## src/rtl/common_pkg.sv

```systemverilog
// Shared types for the execute stage: ALU opcodes and the divider FSM state.
// Also small opcode classification helpers used by the divider.
package common_pkg;

  typedef enum logic [3:0] {
    ALU_ADD,
    ALU_SUB,
    ALU_AND,
    ALU_OR,
    ALU_XOR,
    ALU_SLL,
    ALU_SRL,
    ALU_SRA,
    ALU_SLT,
    ALU_SLTU,
    ALU_DIV,
    ALU_DIVU,
    ALU_REM,
    ALU_REMU
  } alu_op_t;

  typedef enum logic [1:0] {
    IDLE,
    BUSY,
    DONE
  } div_state_t;

  function automatic logic is_div_op(alu_op_t op);
    return (op == ALU_DIV) || (op == ALU_DIVU) ||
           (op == ALU_REM) || (op == ALU_REMU);
  endfunction

  function automatic logic is_signed_op(alu_op_t op);
    return (op == ALU_DIV) || (op == ALU_REM);
  endfunction

  function automatic logic is_rem_op(alu_op_t op);
    return (op == ALU_REM) || (op == ALU_REMU);
  endfunction

endpackage

```

## src/rtl/div_sequencer_if.sv

```systemverilog
// Execute-stage <-> divider bundle: request side from the decoder,
// result side back to write-back.
interface div_sequencer_if #(
  parameter int WIDTH = 32
);
  import common_pkg::*;

  logic             start;
  alu_op_t          alu_op;
  logic [WIDTH-1:0] operand_a;
  logic [WIDTH-1:0] operand_b;
  logic [4:0]       write_back_id;
  logic             flush;
  logic             stall;
  logic             result_valid;
  logic [WIDTH-1:0] result;
  logic [4:0]       result_id;

  modport master (
    output start,
    output alu_op,
    output operand_a,
    output operand_b,
    output write_back_id,
    output flush,
    input  stall,
    input  result_valid,
    input  result,
    input  result_id
  );

  modport slave (
    input  start,
    input  alu_op,
    input  operand_a,
    input  operand_b,
    input  write_back_id,
    input  flush,
    output stall,
    output result_valid,
    output result,
    output result_id
  );

endinterface

```

## src/rtl/div_sequencer.sv

```systemverilog
// Multi-cycle restoring divider for DIV/DIVU/REM/REMU, one quotient bit
// per cycle on magnitudes, with sign fixup folded into the final write.
module div_sequencer
  import common_pkg::*;
#(
  parameter int WIDTH = 32
) (
  input  logic            clk,
  input  logic            reset,
  div_sequencer_if.slave  bus
);

  localparam int CW = $clog2(WIDTH) + 1;
  localparam logic [WIDTH-1:0] MIN_NEG = {1'b1, {(WIDTH-1){1'b0}}};

  div_state_t       state;
  div_state_t       state_nxt;
  logic [CW-1:0]    cnt;
  logic [WIDTH-1:0] quo;
  logic [WIDTH-1:0] rem;
  logic [WIDTH-1:0] dvsr;
  logic             neg_q;
  logic             neg_r;
  logic             rem_sel;
  logic [4:0]       id_q;
  logic [WIDTH-1:0] result_q;
  logic [4:0]       result_id_q;

  logic             op_ok;
  logic             sgn;
  logic             rem_op;
  logic             a_neg;
  logic             b_neg;
  logic [WIDTH-1:0] a_mag;
  logic [WIDTH-1:0] b_mag;
  logic             div_zero;
  logic             ovf;
  logic             special;
  logic             accept;
  logic [WIDTH-1:0] special_res;

  logic [WIDTH:0]   trial;
  logic             fits;
  logic [WIDTH-1:0] rem_nxt;
  logic [WIDTH-1:0] quo_nxt;
  logic             last;
  logic [WIDTH-1:0] mag;
  logic [WIDTH-1:0] final_res;

  assign op_ok    = is_div_op(bus.alu_op);
  assign sgn      = is_signed_op(bus.alu_op);
  assign rem_op   = is_rem_op(bus.alu_op);
  assign a_neg    = sgn & bus.operand_a[WIDTH-1];
  assign b_neg    = sgn & bus.operand_b[WIDTH-1];
  assign a_mag    = a_neg ? -bus.operand_a : bus.operand_a;
  assign b_mag    = b_neg ? -bus.operand_b : bus.operand_b;
  assign div_zero = (bus.operand_b == '0);
  assign ovf      = sgn & (bus.operand_a == MIN_NEG)
                  & (&bus.operand_b);
  assign special  = div_zero | ovf;
  assign accept   = (state == IDLE) & bus.start & op_ok;

  // Results that bypass the iteration entirely
  always_comb begin
    special_res = '0;
    unique case (1'b1)
      div_zero & rem_op:  special_res = bus.operand_a;
      div_zero & ~rem_op: special_res = '1;
      ~div_zero & rem_op: special_res = '0;
      default:            special_res = bus.operand_a;
    endcase
  end

  // One restoring step: shift in next dividend bit, subtract if it fits
  assign trial   = {rem, quo[WIDTH-1]} - {1'b0, dvsr};
  assign fits    = ~trial[WIDTH];
  assign rem_nxt = fits ? trial[WIDTH-1:0]
                        : {rem[WIDTH-2:0], quo[WIDTH-1]};
  assign quo_nxt = {quo[WIDTH-2:0], fits};
  assign last    = (cnt == CW'(WIDTH - 1));
  assign mag     = rem_sel ? rem_nxt : quo_nxt;
  assign final_res = (rem_sel ? neg_r : neg_q) ? -mag : mag;

  always_ff @(posedge clk or posedge reset) begin
    if (reset) begin
      state <= IDLE;
    end else begin
      state <= state_nxt;
    end
  end

  always_comb begin
    state_nxt = state;
    unique case (state)
      IDLE: begin
        if (accept) state_nxt = special ? DONE : BUSY;
      end
      BUSY: begin
        if (last) state_nxt = DONE;
      end
      DONE:    state_nxt = IDLE;
      default: state_nxt = IDLE;
    endcase
    if (bus.flush) state_nxt = IDLE;
  end

  always_comb begin
    bus.stall        = accept | (state == BUSY);
    bus.result_valid = (state == DONE) & ~bus.flush;
    bus.result       = result_q;
    bus.result_id    = result_id_q;
  end

  always_ff @(posedge clk or posedge reset) begin
    if (reset) begin
      cnt         <= '0;
      quo         <= '0;
      rem         <= '0;
      dvsr        <= '0;
      neg_q       <= 1'b0;
      neg_r       <= 1'b0;
      rem_sel     <= 1'b0;
      id_q        <= '0;
      result_q    <= '0;
      result_id_q <= '0;
    end else begin
      if (accept) begin
        cnt     <= '0;
        quo     <= a_mag;
        rem     <= '0;
        dvsr    <= b_mag;
        neg_q   <= a_neg ^ b_neg;
        neg_r   <= a_neg;
        rem_sel <= rem_op;
        id_q    <= bus.write_back_id;
      end else if (state == BUSY) begin
        cnt <= cnt + 1'b1;
        quo <= quo_nxt;
        rem <= rem_nxt;
      end
      // A flushed operation never reaches the result registers
      if (!bus.flush) begin
        if (accept && special) begin
          result_q    <= special_res;
          result_id_q <= bus.write_back_id;
        end else if (state == BUSY && last) begin
          result_q    <= final_res;
          result_id_q <= id_q;
        end
      end
    end
  end

endmodule

```

## src/flat_wrapper.sv

```systemverilog
// flat-port wrapper written by rule: the top's interface ports become plain ports
module div_sequencer_flat import common_pkg::*;
#(
  parameter int WIDTH = 32
)
  (clk, reset, bus_start, bus_alu_op, bus_operand_a, bus_operand_b, bus_write_back_id, bus_flush, bus_stall, bus_result_valid, bus_result, bus_result_id);
  div_sequencer_if #(.WIDTH(WIDTH)) bus_i ();
  input  logic clk;
  input  logic reset;
  input wire logic [$bits(bus_i.start)-1:0] bus_start;
  input wire logic [$bits(bus_i.alu_op)-1:0] bus_alu_op;
  input wire logic [$bits(bus_i.operand_a)-1:0] bus_operand_a;
  input wire logic [$bits(bus_i.operand_b)-1:0] bus_operand_b;
  input wire logic [$bits(bus_i.write_back_id)-1:0] bus_write_back_id;
  input wire logic [$bits(bus_i.flush)-1:0] bus_flush;
  output wire logic [$bits(bus_i.stall)-1:0] bus_stall;
  output wire logic [$bits(bus_i.result_valid)-1:0] bus_result_valid;
  output wire logic [$bits(bus_i.result)-1:0] bus_result;
  output wire logic [$bits(bus_i.result_id)-1:0] bus_result_id;
  assign bus_i.start = bus_start;
  assign bus_i.alu_op = bus_alu_op;
  assign bus_i.operand_a = bus_operand_a;
  assign bus_i.operand_b = bus_operand_b;
  assign bus_i.write_back_id = bus_write_back_id;
  assign bus_i.flush = bus_flush;
  assign bus_stall = bus_i.stall;
  assign bus_result_valid = bus_i.result_valid;
  assign bus_result = bus_i.result;
  assign bus_result_id = bus_i.result_id;
  div_sequencer #(.WIDTH(WIDTH)) u_core (.clk(clk), .reset(reset), .bus(bus_i));
endmodule
```

## config.mk

```make
export PLATFORM = sky130hd
export DESIGN_NAME = div_sequencer_flat
export DESIGN_NICKNAME = d
export VERILOG_FILES = /design/src/rtl/common_pkg.sv /design/src/rtl/div_sequencer_if.sv /design/src/rtl/div_sequencer.sv /design/src/flat_wrapper.sv
export SDC_FILE = /design/constraint.sdc
export NUM_CORES = 1
export LEC_CHECK = 0
export BUFFER_PORTS_ARGS = -buffer_cell sky130_fd_sc_hd__buf_2
export CORE_ASPECT_RATIO = 1.5
export CORE_MARGIN = 1.5
export CORE_UTILIZATION = 55
export CTS_CLUSTER_DIAMETER = 100
export CTS_CLUSTER_SIZE = 14
export DETAILED_ROUTE_END_ITERATION = 12
export PLACE_DENSITY = 0.77
export RECOVER_POWER = 50
export SKIP_CTS_REPAIR_TIMING = 1
export SLEW_MARGIN = 20
export SYNTH_ARGS = -nofsm -noshare
export SYNTH_HDL_FRONTEND = slang
export SYNTH_SLANG_ARGS = --single-unit
```

## constraint.sdc

```tcl
create_clock -name clk -period 5.05 [get_ports clk]
set_clock_uncertainty 0.1 [all_clocks]
set_input_delay 0.2525 -clock clk [delete_from_list [all_inputs] [get_ports clk]]
set_output_delay 0.2525 -clock clk [all_outputs]
set_load 0.005 [all_outputs]
```

==> flow_summary_export.csv <==
group,metric,value,unit
finish,fin_cells,1809,
synth,synth.top_cell.area_share,31.7,%
clock_network,clock_latency,460,ps
power,power.switching,3.56,mW
clock_network,cts_buffers,17,
critical_path,reg2reg_to,"u_core.bus.result[30]",
synth,yosysSeqAreaShare,31.7,%
timing,setup_slack,308,ps
detailed_routing,wire_per_inst,20.8,µm
timing,drv_slew,62,
power,seqPwrFrac,24.4,%
synth,async_flop_share,100,%
die,core_area,21000,µm²
critical_path,cp_max_fo,6,
die,rows,65,
detailed_routing,final_antenna_net_count,0,
timing,timing.hold.ws,-0.507,ps
timing,post-route-min-period,4740,ps
detailed_routing,route.detailed.drc,0,
global_route,grt_pass1_wl,59.5,mm
finish,final_nets,1645,
finish,final_cell_mix,"nand2_1 (162), dfrtp_1 (148), a21oi_1 (136)",
place,place_congestion,0.981,
power,pwr-share-clk,18.3,%
power,power_frac_comb,57.3,%
synth,synth_edf_count,0,
finish,num_antenna_cells,0,
timing,fin_tns_setup,0,ps
place,dp_hpwl,28.3,mm
synth,synth-seq-cells,149,
power,ir_drop,306,µV
place,dp_slack,319,ps
critical_path,critical_path_class,"reg2reg",
critical_path,worstPathRequired,5290,ps
timing,hold_viol,1,
clock_network,cts_tree,"built",
status,status,"finished, violations left",
finish,syn_to_final_growth,12.0,%
timing,fin_crit_sh,93.9,%
synth,syn_area,11800,µm²
global_route,grt_pass1_vias,11400,
clock_network,path_clk_slew,60,ps
clock_network,clock_path_buffers,2,
critical_path,crit_family,"compound AO/OA/AOI/OAI gates",
power,swShare,47.7,%
synth,synthTopCellsByArea,"dfrtp_1 (32%), a21oi_1 (5.8%), o21ai_0 (5.4%)",
critical_path,rrSetupSlack,310,ps
power,intPower,3.89,mW
timing,max-slew-margin-rel,-83.3,%
timing,fmaxAchievable,211,MHz
clock_network,ctsHtreeMaxLevel,4,
detailed_routing,vias_per_cell,6.49,
synth,syn_nets,1559,
synth,postSynthAreaPerCell,8.15,µm²
synth,ys_warn_count,0,
critical_path,r2r-start,"u_core.quo[31]",
critical_path,crit_buf_inv,2,
job,maxCapViolations,1,
die,die_w,122,µm
critical_path,cp_cell_sequence,"inv_1, ha_1, inv_1, fa_1, a211oi_1, o21ai_2, o311ai_4, a21o_2, a211o_1, nand2_2, mux2i_1, nor2_1, a21oi_1, ha_1, o211ai_1, nor4_2, and2_1, a41oi_1, xor2_1, a221oi_1",
global_route,antenna_found_initial,0,
critical_path,cp.arrival,4990,ps
finish,mostFrequentLayoutCell,"nand2_1",
clock_network,cts.sinks,149,
clock_network,cts-root-buf,"clkbuf_16",
global_route,grt.total_usage,34.3,%
die,die_y,182,µm
critical_path,slowest_stage,"dfrtp_1",
min_path,hold_depth,3,
detailed_routing,dr.pass1.iters,8,
die,start_util,56.0,%
critical_path,worstRegToRegCells,20,
die,pin_count,116,
detailed_routing,finalWirelength,37.6,mm
power,leakage,5.52,nW
finish,drive_gt1_share,14.2,%
detailed_routing,first_iter_violations,896,
critical_path,slowest_delay,410,ps
synth,synth_ff_type,"dfrtp_1",
global_route,grt_start_max_net_pins,79,
timing,setup_viol,0,
finish,fill_cells,1863,
timing,tightest_slew,2730,ps
place,io_buffers,115,
critical_path,startpoint_type,"flip-flop",
critical_path,cp-end-kind,"flip-flop",
synth,yosysTopAreaCell,"dfrtp_1",
detailed_routing,dr_total_vias,11700,
min_path,min_to,"u_core.dvsr[1]",
die,dieArea,22300,µm²
timing,rsz0062_at_grt,"false",
min_path,min-delay-start,"bus_operand_b[1]",
global_route,gr-total-overflow,0,
synth,ys_types,96,
min_path,hp-class,"in2reg",
power,power.density,566,nW/µm²
synth,syn_inst,1443,
place,placedCellCount,1772,
status,failed_checks,"negative hold slack, max-capacitance violations, max-slew violations",
==> cells in the mapped netlist, drive strengths merged, types with 22 or more instances <==
master / instances
nand2: 167
xnor2: 56
a31oi: 23
o31ai: 24
dfrtp: 149
o21ai: 131
ha: 38
xor2: 58
mux2i: 23
buf: 30
a21oi: 136
inv: 58
nor3: 36
a21o: 22
nand4: 29
nor2: 106
o22ai: 29
clkbuf: 62
==> layout make-up <==
cell class	instances	area, µm²	area share [%]
well taps	268	335	2.55
clock inverters	12	180	1.37
inverters	59	223	1.69
repair buffers	160	918	6.98
multi-input cells	1142	7350	55.8
flip-flops and latches	149	3730	28.3
clock buffers	19	433	3.29
==> worst max path at each step <==
| stage | from | to | slack, ps | cells past startpoint |
|---|---|---|---|---|
| after floorplan | u_core.quo[31] | u_core.bus.result[30] | 340 | 21 |
| after global placement | u_core.quo[31] | u_core.bus.result[25] | 440 | 17 |
| after detailed placement | u_core.quo[31] | u_core.bus.result[25] | 320 | 17 |
| after CTS | u_core.quo[31] | u_core.bus.result[25] | 320 | 17 |
| after global routing | u_core.quo[31] | u_core.bus.result[26] | 30 | 20 |
| final | u_core.quo[31] | u_core.bus.result[30] | 310 | 20 |
==> routing by layer <==
layer  global-route usage, %  up-vias  part of all wire (%)
met3                    6.19      133                   6.9
li1                        -     5465                     -
met1                    40.6     5539                    39
met5                       0        -                     0
met2                    58.5      601                    49
met4                    18.0        0                   5.1
==> worst reg2reg max path, delay by kind of cell (launching register included) <==
kind                     cells  cell delay [ps]
flip-flops                   1              410
multiplexers                 1              180
XOR/XNOR                     1              180
buffers and inverters        2              150
AO/OA/AOI/OAI                9             1990
adder cells (fa/ha/maj)      3              790
AND/OR/NAND/NOR              4              830
==> flip-flops by register name, indices dropped and copies added (netlist names) <==
register and cells:
u_core.dvsr 32, u_core.neg_r 1, u_core.rem_sel 1, u_core.quo 32, u_core.id_q 5, u_core.bus.result 32
u_core.state 2, u_core.cnt 6, u_core.rem 32, u_core.neg_q 1, u_core.bus.result_id 5
==> through the flow <==
stage          total power, mW  util (%)  cell area [µm²]
2_1_floorplan             4.83         -            11800
3_3_place_gp              5.87      59.6            12500
3_5_place_dp              5.92      59.6            12500
4_1_cts                   7.33      62.5            13100
5_1_grt                   7.88      62.7            13200
6_report                  7.45      62.7            13200
==> power by group through the flow <==
stage / Combinational (mW) / Sequential [mW] / Clock (mW)
after floorplan: 3.14 / 1.69 / 0
after global placement: 4.07 / 1.80 / 0
after detailed placement: 4.11 / 1.81 / 0
after CTS: 4.16 / 1.80 / 1.37
after global routing: 4.61 / 1.85 / 1.42
final: 4.27 / 1.82 / 1.36
==> logic make-up (layout without fill, tap and decap cells) <==
| group | count (synthesis) | count (layout) | share of synthesized area, % |
|---|---|---|---|
| xor+xnor | 114 | 114 | 8.49 |
| simple gates | 453 | 453 | 19.0 |
| flops | 149 | 149 | 31.7 |
| compound gates | 510 | 510 | 28.3 |
| mux | 26 | 26 | 2.25 |
| fa+ha+maj | 39 | 39 | 4.22 |
| buf+inv | 152 | 250 | 5.97 |
(Power assumes the default switching activity.)
